### src/rtl/cache_data_structs.sv
// Shared cache/memory bus payloads and arbiter enums.
package cache_data_structs;

   localparam int unsigned ADDR_W = 32;
   localparam int unsigned DATA_W = 32;

   typedef struct packed {
      logic [ADDR_W-1:0] addr;
      logic [DATA_W-1:0] data;
      logic [1:0]        op;
      logic              valid;
   } request_type;

   typedef struct packed {
      logic [DATA_W-1:0] data;
      logic              ready;
   } response_type;

   localparam logic [1:0] OP_READ  = 2'b00;
   localparam logic [1:0] OP_WRITE = 2'b01;
   localparam logic [1:0] OP_LINE  = 2'b10;

   typedef enum logic [1:0] {ARB_IDLE, ARB_BUSY, ARB_DONE} arb_state_t;
   typedef enum logic {REQ_ICACHE, REQ_DCACHE} requester_t;

endpackage

### src/rtl/rr_pick2.sv
// Two-way round-robin pick: on a tie the requester that did not own last wins.
module rr_pick2
   import cache_data_structs::*;
(
   input  logic       valid0,
   input  logic       valid1,
   input  requester_t last_owner,
   output requester_t winner,
   output logic       any_valid
);

   always_comb begin
      any_valid = valid0 | valid1;
      winner    = REQ_ICACHE;
      if (valid0 && valid1)
         winner = (last_owner == REQ_ICACHE) ? REQ_DCACHE : REQ_ICACHE;
      else if (valid1)
         winner = REQ_DCACHE;
   end

endmodule

### src/rtl/mem_port_arbiter.sv
// Shares the main-memory port between icache and dcache miss engines,
// holding the grant for a whole transaction and bounding it with a timeout.
module mem_port_arbiter
   import cache_data_structs::*;
#(
   parameter int unsigned BEATS_LINE     = 2,
   parameter int unsigned TIMEOUT_CYCLES = 255,
   parameter int unsigned CNT_W          = 8
) (
   input  logic         clk,
   input  logic         rst,
   input  request_type  icache_req,
   output response_type icache_resp,
   input  request_type  dcache_req,
   output response_type dcache_resp,
   output request_type  mem_req,
   input  response_type mem_resp,
   output logic [1:0]   grant,
   output logic         timeout
);

   localparam int unsigned BEAT_W = $clog2(BEATS_LINE + 1);

   arb_state_t        state;
   requester_t        owner;
   requester_t        last_owner;
   logic [BEAT_W-1:0] beat_cnt;
   logic [BEAT_W-1:0] beat_target;
   logic [CNT_W-1:0]  tmo_cnt;

   requester_t   winner;
   logic         any_valid;
   request_type  sel_req;
   logic         busy;
   logic         final_beat;
   logic         abort;
   response_type fwd_resp;

   rr_pick2 u_pick (
      .valid0     (icache_req.valid),
      .valid1     (dcache_req.valid),
      .last_owner (last_owner),
      .winner     (winner),
      .any_valid  (any_valid)
   );

   // A ready beat on the abort threshold completes normally, so abort needs !ready.
   always_comb begin
      sel_req    = (winner == REQ_DCACHE) ? dcache_req : icache_req;
      busy       = (state == ARB_BUSY);
      final_beat = busy && mem_resp.ready && (beat_cnt == beat_target - BEAT_W'(1));
      abort      = busy && !mem_resp.ready && (tmo_cnt == CNT_W'(TIMEOUT_CYCLES));
      timeout    = abort;
      fwd_resp   = mem_resp;
      if (abort) begin
         fwd_resp.data  = '0;
         fwd_resp.ready = 1'b1;
      end
      icache_resp = (busy && owner == REQ_ICACHE) ? fwd_resp : '0;
      dcache_resp = (busy && owner == REQ_DCACHE) ? fwd_resp : '0;
   end

   always_ff @(posedge clk or posedge rst) begin
      if (rst) begin
         state       <= ARB_IDLE;
         owner       <= REQ_ICACHE;
         last_owner  <= REQ_DCACHE;
         grant       <= 2'b00;
         mem_req     <= '0;
         beat_cnt    <= '0;
         beat_target <= '0;
         tmo_cnt     <= '0;
      end else begin
         case (state)
            ARB_IDLE: begin
               if (any_valid) begin
                  owner       <= winner;
                  mem_req     <= sel_req;
                  grant       <= (winner == REQ_DCACHE) ? 2'b10 : 2'b01;
                  beat_target <= (sel_req.op == OP_LINE) ? BEAT_W'(BEATS_LINE) : BEAT_W'(1);
                  beat_cnt    <= '0;
                  tmo_cnt     <= '0;
                  state       <= ARB_BUSY;
               end
            end
            ARB_BUSY: begin
               if (final_beat || abort) begin
                  mem_req    <= '0;
                  grant      <= 2'b00;
                  last_owner <= owner;
                  state      <= ARB_DONE;
               end else if (mem_resp.ready) begin
                  beat_cnt <= beat_cnt + BEAT_W'(1);
                  tmo_cnt  <= '0;
               end else begin
                  tmo_cnt <= tmo_cnt + CNT_W'(1);
               end
            end
            ARB_DONE: state <= ARB_IDLE;
            default:  state <= ARB_IDLE;
         endcase
      end
   end

endmodule

### config.mk
export PLATFORM = sky130hd
export DESIGN_NAME = mem_port_arbiter
export DESIGN_NICKNAME = d
export VERILOG_FILES = /design/src/rtl/cache_data_structs.sv /design/src/rtl/rr_pick2.sv /design/src/rtl/mem_port_arbiter.sv
export SDC_FILE = /design/constraint.sdc
export NUM_CORES = 1
export LEC_CHECK = 0
export ABC_AREA = 1
export CORE_AREA = 5 5 117 119
export DETAILED_ROUTE_END_ITERATION = 10
export DIE_AREA = 0 0 122 124
export DONT_BUFFER_PORTS = 1
export GPL_TIMING_DRIVEN = 0
export PLACE_DENSITY = 0.66
export SLEW_MARGIN = 0
export SYNTH_ARGS = -nofsm -noshare
export SYNTH_HDL_FRONTEND = slang
export SYNTH_SLANG_ARGS = --single-unit
### constraint.sdc
create_clock -name clk -period 3 [get_ports clk]
set_clock_uncertainty 0.05 [all_clocks]
set_input_delay 0.45 -clock clk [delete_from_list [all_inputs] [get_ports clk]]
set_output_delay 0.45 -clock clk [all_outputs]
set_load 0.02 [all_outputs]
==> impl_metrics.xml <==
<?xml version="1.0" encoding="UTF-8"?>
<metrics>
  <group name="sta">
    <metric name="timing.final.setup_violations" unit="">0</metric>
    <metric name="period_share" unit="%">95.4</metric>
    <metric name="final.min_clock_period" unit="ns">2.86</metric>
    <metric name="timing.final.hold_violations" unit="">0</metric>
    <metric name="finalMaxSlewViolations" unit="">0</metric>
    <metric name="max_slew_margin" unit="%">39.0</metric>
    <metric name="rsz_0062_raised_after_global_routing" unit="">no</metric>
    <metric name="fmaxAchievable" unit="GHz">0.349</metric>
    <metric name="worst_pin_slew" unit="ns">0.908</metric>
    <metric name="setup-tns-final" unit="ns">0</metric>
  </group>
  <group name="power_and_ir_drop">
    <metric name="p_per_area" unit="nW/um^2">1170</metric>
    <metric name="leakage" unit="uW">0.00289</metric>
    <metric name="power.ir.vdd_worst" unit="mV">0.398</metric>
  </group>
  <group name="final_layout">
    <metric name="drive_above_1_share" unit="%">8.31</metric>
    <metric name="layout.nets" unit="">935</metric>
    <metric name="fin_area" unit="um^2">5650</metric>
    <metric name="mostFrequentLayoutCell" unit="">nand2_1</metric>
    <metric name="fill_cells" unit="">1333</metric>
    <metric name="final_std_cells_w_o_fill" unit="">943</metric>
    <metric name="mostFrequentLayoutCells" unit="">nand2_1 (300), dfrtp_1 (84), nand3_1 (77)</metric>
    <metric name="area_growth_syn_to_layout" unit="%">10.9</metric>
    <metric name="post-route-util" unit="%">45.3</metric>
  </group>
  <group name="floorplanning">
    <metric name="pin_count" unit="">305</metric>
    <metric name="floorplan.rows" unit="">41</metric>
    <metric name="die_h" unit="um">124</metric>
    <metric name="floorplan.die_area" unit="um^2">15100</metric>
    <metric name="core_area" unit="um^2">12500</metric>
    <metric name="die_w" unit="um">122</metric>
    <metric name="initial_core_util" unit="%">40.9</metric>
  </group>
  <group name="routing">
    <metric name="antenna_left" unit="">0</metric>
    <metric name="drtIter0Drc" unit="">236</metric>
    <metric name="detailedRoute.firstPassIterationCount" unit="">5</metric>
    <metric name="routedWlPerCell" unit="um">18.9</metric>
    <metric name="vias_per_cell" unit="">5.39</metric>
    <metric name="totalWireLength" unit="mm">17.9</metric>
    <metric name="vias" unit="">5084</metric>
    <metric name="post-route-drc-count" unit="">0</metric>
  </group>
  <group name="hold_path">
    <metric name="worstHoldPathCells" unit="">3</metric>
    <metric name="hold_path.class" unit="">primary input to register</metric>
  </group>
  <group name="clocking">
    <metric name="cts-htree-levels" unit="">3</metric>
    <metric name="cts_sinks" unit="">85</metric>
    <metric name="path_clk_slew" unit="ns">0.06</metric>
    <metric name="buffer_cell_driving_the_clock_tree_root" unit="">clkbuf_16</metric>
    <metric name="cts_made_buffers" unit="">9</metric>
    <metric name="clkLatencyLatePin" unit="ns">0.34</metric>
    <metric name="cts.path.max_buffers" unit="">2</metric>
    <metric name="cts_tree" unit="">yes</metric>
  </group>
  <group name="logic_synthesis">
    <metric name="synth.net_count" unit="">922</metric>
    <metric name="syn-instance-count" unit="">752</metric>
    <metric name="netlist-cell-type-count" unit="">28</metric>
    <metric name="ys_ff_latch" unit="">85</metric>
    <metric name="yosysWarningCount" unit="">0</metric>
    <metric name="synth.cell_area" unit="um^2">5100</metric>
    <metric name="yosys.area.top_type_share" unit="%">41.2</metric>
    <metric name="synthesized_area_per_cell" unit="um^2">6.78</metric>
    <metric name="synth.yosys.seq_area_share" unit="%">41.8</metric>
    <metric name="yosys-top-cells-area" unit="">dfrtp_1 (41%), nand2_1 (22%), nand3_1 (7.6%), a21oi_1 (6.6%), nor3_1 (6.3%)</metric>
    <metric name="yosys.area.top_type" unit="">dfrtp_1</metric>
  </group>
  <group name="worst_setup_path">
    <metric name="crit_fanout" unit="">10</metric>
    <metric name="end_kind" unit="">output pin</metric>
    <metric name="worst_ep_arrival_time" unit="ns">2.36</metric>
    <metric name="regToRegSetupSlack" unit="ns">1.06</metric>
    <metric name="setup.worst_path.class" unit="">register to output pin</metric>
    <metric name="timing.critical_path.from_type" unit="">register</metric>
    <metric name="worst_r2r_path_depth" unit="">7</metric>
    <metric name="timing.critical_path.required" unit="ns">2.50</metric>
  </group>
  <group name="job">
    <metric name="maxCapViolations" unit="">0</metric>
  </group>
  <group name="global_routing">
    <metric name="wire_length_of_the_first_global_routing_pass" unit="mm">25.8</metric>
    <metric name="number_of_global_route_vias_before_repair" unit="">4667</metric>
    <metric name="grt_max_degree" unit="">45</metric>
    <metric name="grtUsageTotal" unit="%">22.3</metric>
    <metric name="initial_antenna_violation_count" unit="">1</metric>
    <metric name="grt_remaining_overflow" unit="">0</metric>
  </group>
  <group name="placement">
    <metric name="number_of_buffers_added_on_ports" unit="">0</metric>
    <metric name="place.detailed.instances" unit="">925</metric>
    <metric name="place_hpwl" unit="mm">14.0</metric>
    <metric name="gp_congestion" unit="">0.842</metric>
    <metric name="dpl-instance-area" unit="um^2">5340</metric>
  </group>
  <group name="outcome">
    <metric name="run_status" unit="">finished clean</metric>
  </group>
</metrics>
[logic make-up after synthesis]
group	after synthesis	share of synthesized area, %
flip-flops	85	41.8
adder cells (fa/ha/maj)	1	0.245
XOR/XNOR	1	0.172
buffers and inverters	112	10.2
AND/OR/NAND/NOR	466	38.9
AO/OA/AOI/OAI	87	8.69
[flip-flops by register name (all words and copies together) (netlist names)]
name         cells
beat_cnt         2
beat_target      2
tmo_cnt          8
mem_req         67
owner            1
state            2
last_owner       1
grant            2
[where the power goes]
part           switching [uW]  leakage [uW]  internal [uW]
clock network             462      0.000132            647
registers                 938       0.00112           1640
logic                    2120       0.00164            826
total                    3520       0.00289           3110
[worst max-delay path: stages, from the launching register on]
cell	delay, ns
dfrtp_1	0.41
ha_1	0.25
nand2_1	0.10
nor2_2	0.06
nand3_2	0.12
inv_2	0.08
buf_2	0.17
buf_2	0.19
nor3_1	0.64
[metrics by stage]
| stage | setup slack (ns) | power [uW] | hold slack (ns) |
|---|---|---|---|
| floorplan | 0.308 | 4770 | 0.417 |
| global placement | -0.686 | 5530 | 0.431 |
| detailed placement | 0.407 | 5560 | 0.362 |
| CTS | 0.0309 | 6700 | 0.278 |
| global route | 0.0384 | 7120 | 0.295 |
| finish | 0.138 | 6630 | 0.287 |
[area by class of cell]
type	instances	area, um^2	area share (%)
clock inverter	5	61.3	1.08
tap	172	215	3.81
inverter	54	205	3.63
timing repair buffer	2	37.5	0.664
clock buffer	11	233	4.12
antenna	1	2.50	0.0443
sequential	85	2130	37.6
buffer	58	317	5.60
multi-input combinational	555	2450	43.4
[final timing paths]
path | startpoint | end
min | mem_resp[0] | tmo_cnt[0]$_DFFE_PP0P_
min in group asynchronous | rst | mem_req[63]$_DFFE_PP0P_
max | tmo_cnt[0]$_DFFE_PP0P_ | icache_resp[11]
max in group asynchronous | rst | last_owner$_DFFE_PP1P_
max reg2reg | state[0]$_DFFE_PP0P_ | mem_req[47]$_DFFE_PP0P_
min reg2reg | last_owner$_DFFE_PP1P_ | last_owner$_DFFE_PP1P_
[layer usage]
layer	track usage [%]	share of wire (%)
met1	26.7	38
met2	37.7	49
met3	6.40	10
met4	9.45	2.8
met5	0	0
[cells in the mapped netlist]
cell	count
nand2_1	300
a22oi_1	1
inv_1	49
nand2_4	1
xnor2_1	1
buf_4	6
nor3_1	64
clkbuf_1	18
nor2_1	7
buf_1	8
buf_2	18
o21ai_0	17
nand3_2	1
nor2_4	1
clkbuf_2	1
a21boi_0	1
nand4_1	9
nand3_1	77
dfstp_2	1
nor2_2	3
ha_1	1
a21oi_1	67
nand2_2	1
dfrtp_1	84
buf_6	7
inv_2	5
o21bai_1	1
or2_2	2
[repair_timing]
action	in CTS	in global routing
hold endpoints to repair	12	0
gates resized for setup	0	1
hold buffers	1	0
buffers inserted	0	0
setup endpoints to repair	0	1
Power figures use the tool's default switching activity.
